<file path="config.mk">
export PLATFORM = sky130hd
export DESIGN_NAME = ps2_host_tx
export DESIGN_NICKNAME = d
export VERILOG_FILES = /design/src/rtl/ps2_host_tx_pkg.sv /design/src/rtl/ps2_line_sync.sv /design/src/rtl/ps2_host_tx.sv
export SDC_FILE = /design/constraint.sdc
export NUM_CORES = 1
export LEC_CHECK = 0
export BUFFER_PORTS_ARGS = -buffer_cell sky130_fd_sc_hd__buf_2
export CELL_PAD_IN_SITES_DETAIL_PLACEMENT = 1
export CELL_PAD_IN_SITES_GLOBAL_PLACEMENT = 2
export CORE_MARGIN = 2
export CORE_UTILIZATION = 25
export DETAILED_ROUTE_END_ITERATION = 7
export PLACE_DENSITY_LB_ADDON = 0.1
export SYNTH_ARGS = -nofsm -noshare
export SYNTH_HDL_FRONTEND = slang
export SYNTH_SLANG_ARGS = --single-unit
</file>
<file path="constraint.sdc">
create_clock -name px_clk -period 3.2 [get_ports px_clk]
set_input_delay 0.16 -clock px_clk [delete_from_list [all_inputs] [get_ports px_clk]]
set_output_delay 0.16 -clock px_clk [all_outputs]
set_load 0.1 [all_outputs]
</file>
<file path="src/rtl/ps2_host_tx_pkg.sv">
// Shared types and constants for the PS/2 host transmit path and its line synchronizer.
package ps2_host_tx_pkg;

    typedef enum logic [2:0] {
        IDLE,
        INHIBIT,
        START,
        BITS,
        ACK,
        WAIT_IDLE
    } state_t;

    localparam int CNT_W      = 19;
    localparam int START_HOLD = 16;
    localparam int FRAME_BITS = 10;

    localparam logic [7:0] SET_LEDS  = 8'hED;
    localparam logic [7:0] RESET_CMD = 8'hFF;

    // Shift order out of bit 0: data LSB first, odd parity, then stop.
    function automatic logic [FRAME_BITS-1:0] build_frame(input logic [7:0] b);
        return {1'b1, ~^b, b};
    endfunction

endpackage

</file>
<file path="src/rtl/ps2_line_sync.sv">
// Two-flop synchronizers for the PS/2 clock and data lines plus clock falling-edge detect.
module ps2_line_sync (
    input  logic px_clk,
    input  logic clr,
    input  logic ps2_clk,
    input  logic ps2_data,
    output logic clk_s,
    output logic data_s,
    output logic clk_fall
);

    logic [1:0] clk_sync;
    logic [1:0] data_sync;
    logic       clk_prev;

    // Lines idle high, so reset to the idle level to avoid a false edge.
    always_ff @(posedge px_clk or negedge clr) begin
        if (!clr) begin
            clk_sync  <= 2'b11;
            data_sync <= 2'b11;
            clk_prev  <= 1'b1;
        end else begin
            clk_sync  <= {clk_sync[0], ps2_clk};
            data_sync <= {data_sync[0], ps2_data};
            clk_prev  <= clk_sync[1];
        end
    end

    assign clk_s    = clk_sync[1];
    assign data_s   = data_sync[1];
    assign clk_fall = ({clk_prev, clk_sync[1]} == 2'b10);

endmodule

</file>
<file path="src/rtl/ps2_host_tx.sv">
// PS/2 host-to-device command transmitter; define PS2_TX_ACK_CHECK_EN to turn a device nack into tx_err.
//   state     | meaning
//   IDLE      | ready for a command byte
//   INHIBIT   | clock held low to abort any device transfer
//   START     | clock and data low (request-to-send)
//   BITS      | clock released, data/parity/stop shifted on device falling edges
//   ACK       | waiting for the device ack bit
//   WAIT_IDLE | waiting for both lines to return high
module ps2_host_tx
    import ps2_host_tx_pkg::*;
#(
    parameter int INHIBIT_CYCLES = 2500,
    parameter int START_TIMEOUT  = 375000,
    parameter int PACKET_TIMEOUT = 50000
) (
    input  logic       px_clk,
    input  logic       clr,
    input  logic       ps2_clk,
    input  logic       ps2_data,
    output logic       ps2_clk_oe,
    output logic       ps2_data_oe,
    input  logic [7:0] tx_byte,
    input  logic       tx_valid,
    output logic       tx_ready,
    output logic       tx_done,
    output logic       tx_err,
    output logic       busy
);

    localparam logic [CNT_W-1:0] INHIBIT_LAST = CNT_W'(INHIBIT_CYCLES - 1);
    localparam logic [CNT_W-1:0] HOLD_LAST    = CNT_W'(START_HOLD - 1);
    localparam logic [CNT_W-1:0] START_TO_LAST = CNT_W'(START_TIMEOUT - 1);
    localparam logic [CNT_W-1:0] PKT_TO_LAST  = CNT_W'(PACKET_TIMEOUT - 1);
    localparam logic [3:0]       LAST_BIT     = 4'(FRAME_BITS - 1);

    logic clk_s, data_s, clk_fall;

    ps2_line_sync u_sync (
        .px_clk   (px_clk),
        .clr      (clr),
        .ps2_clk  (ps2_clk),
        .ps2_data (ps2_data),
        .clk_s    (clk_s),
        .data_s   (data_s),
        .clk_fall (clk_fall)
    );

    state_t                  state, state_nxt;
    logic [CNT_W-1:0]        cnt, cnt_nxt;
    logic [FRAME_BITS-1:0]   frame, frame_nxt;
    logic [3:0]              bit_cnt, bit_cnt_nxt;
    logic                    clk_oe_q, clk_oe_nxt;
    logic                    data_oe_q, data_oe_nxt;
    logic                    done_q, done_nxt;
    logic                    err_q, err_nxt;
    logic                    ack_ok, ack_nxt;
    logic                    timeout;

    always_ff @(posedge px_clk or negedge clr) begin
        if (!clr) begin
            state     <= IDLE;
            cnt       <= '0;
            frame     <= '0;
            bit_cnt   <= '0;
            clk_oe_q  <= 1'b0;
            data_oe_q <= 1'b0;
            done_q    <= 1'b0;
            err_q     <= 1'b0;
            ack_ok    <= 1'b0;
        end else begin
            state     <= state_nxt;
            cnt       <= cnt_nxt;
            frame     <= frame_nxt;
            bit_cnt   <= bit_cnt_nxt;
            clk_oe_q  <= clk_oe_nxt;
            data_oe_q <= data_oe_nxt;
            done_q    <= done_nxt;
            err_q     <= err_nxt;
            ack_ok    <= ack_nxt;
        end
    end

    // Before the first device edge the start window applies; afterwards the packet window.
    always_comb begin
        timeout = 1'b0;
        if (state == BITS && bit_cnt == 4'd0)
            timeout = (cnt >= START_TO_LAST);
        else if (state == BITS || state == ACK)
            timeout = (cnt >= PKT_TO_LAST);
    end

    always_comb begin
        state_nxt   = state;
        cnt_nxt     = (&cnt) ? cnt : cnt + 1'b1;
        frame_nxt   = frame;
        bit_cnt_nxt = bit_cnt;
        clk_oe_nxt  = clk_oe_q;
        data_oe_nxt = data_oe_q;
        done_nxt    = 1'b0;
        err_nxt     = 1'b0;
        ack_nxt     = ack_ok;

        case (state)
            IDLE: begin
                if (tx_valid) begin
                    frame_nxt   = build_frame(tx_byte);
                    cnt_nxt     = '0;
                    bit_cnt_nxt = '0;
                    clk_oe_nxt  = 1'b1;
                    data_oe_nxt = 1'b0;
                    ack_nxt     = 1'b0;
                    state_nxt   = INHIBIT;
                end
            end
            INHIBIT: begin
                if (cnt >= INHIBIT_LAST) begin
                    data_oe_nxt = 1'b1;
                    cnt_nxt     = '0;
                    state_nxt   = START;
                end
            end
            START: begin
                if (cnt >= HOLD_LAST) begin
                    clk_oe_nxt = 1'b0;
                    cnt_nxt    = '0;
                    state_nxt  = BITS;
                end
            end
            BITS: begin
                if (timeout) begin
                    clk_oe_nxt  = 1'b0;
                    data_oe_nxt = 1'b0;
                    err_nxt     = 1'b1;
                    state_nxt   = IDLE;
                end else if (clk_fall) begin
                    data_oe_nxt = ~frame[0];
                    frame_nxt   = {1'b0, frame[FRAME_BITS-1:1]};
                    bit_cnt_nxt = bit_cnt + 4'd1;
                    if (bit_cnt == 4'd0)
                        cnt_nxt = '0;
                    if (bit_cnt == LAST_BIT)
                        state_nxt = ACK;
                end
            end
            ACK: begin
                if (timeout) begin
                    clk_oe_nxt  = 1'b0;
                    data_oe_nxt = 1'b0;
                    err_nxt     = 1'b1;
                    state_nxt   = IDLE;
                end else if (clk_fall) begin
                    ack_nxt   = ~data_s;
                    state_nxt = WAIT_IDLE;
                end
            end
            WAIT_IDLE: begin
                if (clk_s && data_s) begin
`ifdef PS2_TX_ACK_CHECK_EN
                    done_nxt = ack_ok;
                    err_nxt  = ~ack_ok;
`else
                    done_nxt = 1'b1;
`endif
                    state_nxt = IDLE;
                end
            end
            default: begin
                clk_oe_nxt  = 1'b0;
                data_oe_nxt = 1'b0;
                state_nxt   = IDLE;
            end
        endcase
    end

    assign ps2_clk_oe  = clk_oe_q;
    assign ps2_data_oe = data_oe_q;
    assign tx_ready    = (state == IDLE);
    assign busy        = ~tx_ready;
    assign tx_done     = done_q;
    assign tx_err      = err_q;

endmodule
</file>
==> results.sh <==
export IMPL_setup_tns_final_ps=0
export IMPL_gr_usage_all_layers_pct=12.7
export IMPL_final_common_cell="nand2_1"
export IMPL_synthesis_nets=310
export IMPL_vias=2150
export IMPL_min_period_over_period_pct=81.5
export IMPL_cts_resized=0
export IMPL_synth_ff_type="dfrtp_1"
export IMPL_synth_top_cell_area_share_pct=37.4
export IMPL_skew_ps=5.56
export IMPL_r2r_start="cnt[0]$_DFF_PN0_"
export IMPL_yosysWarnings=0
export IMPL_antenna_cells=0
export IMPL_rsz0062_at_grt="no"
export IMPL_path_cells="ha_1 -> or3b_1 -> a211oi_2 -> a211oi_2 -> o2111ai_4 -> nand2_4 -> mux2_2"
export IMPL_fmax_ghz=0.384
export IMPL_holdBufCountCts=2
export IMPL_synth_edf_count=0
export IMPL_finish_instance_area_sq_um=3030
export IMPL_hold_violations=0
export IMPL_crit_path_max_incr_delay_ps=450
export IMPL_crit_top_cell="a211oi_2"
export IMPL_tritoncts="yes"
export IMPL_cp_max_fo=10
export IMPL_die_area_sq_um=11600
export IMPL_die_w_microns=108
export IMPL_status="finished, final reports clean"
export IMPL_multi_input_area_sq_um=1420
export IMPL_worstMarginPinSlew_ps=1030
export IMPL_worstPathRequired_ps=3390
export IMPL_clk_pin_slew_ps=90
export IMPL_startpoint_type="flop"
export IMPL_grt_pass1_wl_microns=11600
export IMPL_drt_wl_total_microns=6710
export IMPL_start_util_pct=25.8
export IMPL_leakagePower_nw=1.25
export IMPL_post_cts_setup_buffers=0
export IMPL_htree_num_levels=2
export IMPL_cts_sinks=45
export IMPL_ys_ff_latch=45
export IMPL_netlist_area_sq_um=2680
export IMPL_areaGrowthSynthToFinish_pct=13.1
export IMPL_cap_violations=0
export IMPL_synth_top_area_cell="dfrtp_1"
export IMPL_coreArea_sq_um=10400
export IMPL_syn_area_per_cell_sq_um=9.14
export IMPL_power_density_nw_per_um2=788
export IMPL_r2r_end="frame[3]$_DFFE_PN0P_"
export IMPL_async_flop_share_pct=100
export IMPL_wl_per_cell_microns=15.1
export IMPL_regToRegSetupSlack_ps=590
export IMPL_first_pass_iters=4
export IMPL_ys_types=57
export IMPL_num_rows=37
export IMPL_path_class="reg -> reg"
export IMPL_fin_nets=326
export IMPL_syn_inst=293
export IMPL_overflow=0
export IMPL_yosysSeqAreaShare_pct=42.3
export IMPL_die_h_microns=108
export IMPL_placed_area_sq_um=2890
export IMPL_vias_per_cell=4.82
export IMPL_finalSetupViolCount=0
export IMPL_ir_worst_vdd_v=0.000229
export IMPL_grt_pass1_vias=2232
export IMPL_route_detailed_drc=0
export IMPL_drt_iter0_markers=40
export IMPL_cts_buffers_inserted=5
export IMPL_slew_headroom_pct=31.7
export IMPL_worstSkewPairLatency_ps=300
export IMPL_timing_hold_ws_ps=32.5
export IMPL_final_layout_size_suffix_gt1_share_pct=18.4
export IMPL_hold_class="in -> async"
export IMPL_ant_nets=0
export IMPL_critPathCaptureType="flop"
export IMPL_seqCellArea_sq_um=1130
export IMPL_cp_slowest_cell="dfrtp_1"
export IMPL_hpwl_microns=4860
export IMPL_portBuffers=18
export IMPL_post_route_min_period_ps=2610
export IMPL_clk_path_buf_depth=2
export IMPL_slew_viol_final=0
export IMPL_synthTopCellsByArea="dfrtp_1 37%, nand2_1 5.7%, xnor2_1 5.2%, dfstp_2 4.9%, mux2_2 4.2%"
export IMPL_final_cell_mix="41 x nand2_1, 40 x dfrtp_1, 26 x nor2_1, 18 x buf_2, 16 x xnor2_1"
export IMPL_antenna_found_initial=0
export IMPL_globalplace_congestion=0.710
export IMPL_crit_arrival_ps=2800
export IMPL_ff2ff_path_depth=7
export IMPL_utilization_pct=29.2
export IMPL_nFillCells=1223
export IMPL_ioPinCount=19
export IMPL_grt_max_degree=46
export IMPL_clock_root_buffer="clkbuf_8"
-- power breakdown --
part | internal (mW) | total (mW) | switching [mW] | leakage, nW
registers | 0.707 | 0.880 | 0.173 | 0.573
logic | 0.396 | 1.05 | 0.653 | 0.619
clock network | 0.255 | 0.459 | 0.204 | 0.0585
total | 1.36 | 2.39 | 1.03 | 1.25
-- flip-flops by register name, summed over array words and instances (netlist names) --
name	flops
u_sync.clk_prev	1
frame	10
cnt	19
bit_cnt	4
state	3
ps2_clk_oe	1
tx_done	1
u_sync.clk_sync	2
u_sync.data_sync	2
tx_err	1
ps2_data_oe	1
-- logic make-up after synthesis --
kind of cell / Yosys count / share of synthesized area [%]
and+or+nand+nor: 133 / 25.4
DFF: 45 / 42.3
adders and majority gates: 4 / 1.87
muxes: 11 / 4.58
AOI/OAI and AO/OA: 50 / 13.4
xor gates and xnor gates: 22 / 7.19
buffers and inverters: 28 / 5.32
-- through the flow --
| step | instances | power (mW) | setup slack, ps |
|---|---|---|---|
| after global routing | 446 | 2.59 | 400 |
| final | 446 | 2.39 | 593 |
| after global placement | 436 | 1.96 | 599 |
| after CTS | 446 | 2.44 | 577 |
| after floorplan | 293 | 1.70 | 138 |
| after detailed placement | 436 | 1.97 | 602 |
-- worst max-delay path, delay by kind of cell, from the launching register on --
family | cells | cell delay (ps)
AND/OR/NAND/NOR | 2 | 560
AO/OA/AOI/OAI | 3 | 820
multiplexers | 1 | 310
adder cells (fa/ha/maj) | 1 | 340
flip-flops | 1 | 450
-- area by class of cell --
type / instances / share of cell area [%]
Multi-Input combinational cell: 220 / 46.7
Clock buffer: 7 / 2.85
Clock inverter: 1 / 0.991
Tap cell: 136 / 5.62
Sequential cell: 45 / 37.4
Inverter: 11 / 1.36
Timing Repair Buffer: 26 / 5.12
-- worst max path at each step --
stage / startpoint / endpoint / depth (start not counted)
global route: cnt[0]$_DFF_PN0_ / ps2_data_oe$_DFFE_PN0P_ / 7
finish: cnt[0]$_DFF_PN0_ / frame[3]$_DFFE_PN0P_ / 7
CTS: cnt[0]$_DFF_PN0_ / frame[3]$_DFFE_PN0P_ / 7
floorplan: state[0]$_DFFE_PN0P_ / state[0]$_DFFE_PN0P_ / 7
global placement: cnt[0]$_DFF_PN0_ / frame[4]$_DFFE_PN0P_ / 7
detailed placement: cnt[0]$_DFF_PN0_ / frame[3]$_DFFE_PN0P_ / 7
-- cells in the mapped netlist, drive strengths merged, types with 2 or more instances --
cell,number
nor2,26
clkbuf,3
xor2,6
or3b,2
nand3,14
mux2,10
nor3b,3
or3,4
dfstp,5
o22ai,2
a311oi,2
nor4,7
a21boi,3
and3,3
ha,4
o2111ai,2
o21ai,11
and2,2
a21oi,14
nand3b,2
a31oi,2
dfrtp,40
o21bai,2
nand4,7
buf,14
nand2,42
nor3,11
inv,11
a211o,2
and4b,2
or4,3
xnor2,16
a211oi,2
-- routing by layer --
metal	part of all wire, %	up-vias	GRT usage [%]
li1	-	1068	-
met1	52	1064	17.7
met2	45	13	20.1
met3	1.9	5	2.54
met4	1.1	0	3.30
met5	0	-	0
No activity file was read; power rests on OpenSTA's default activity.
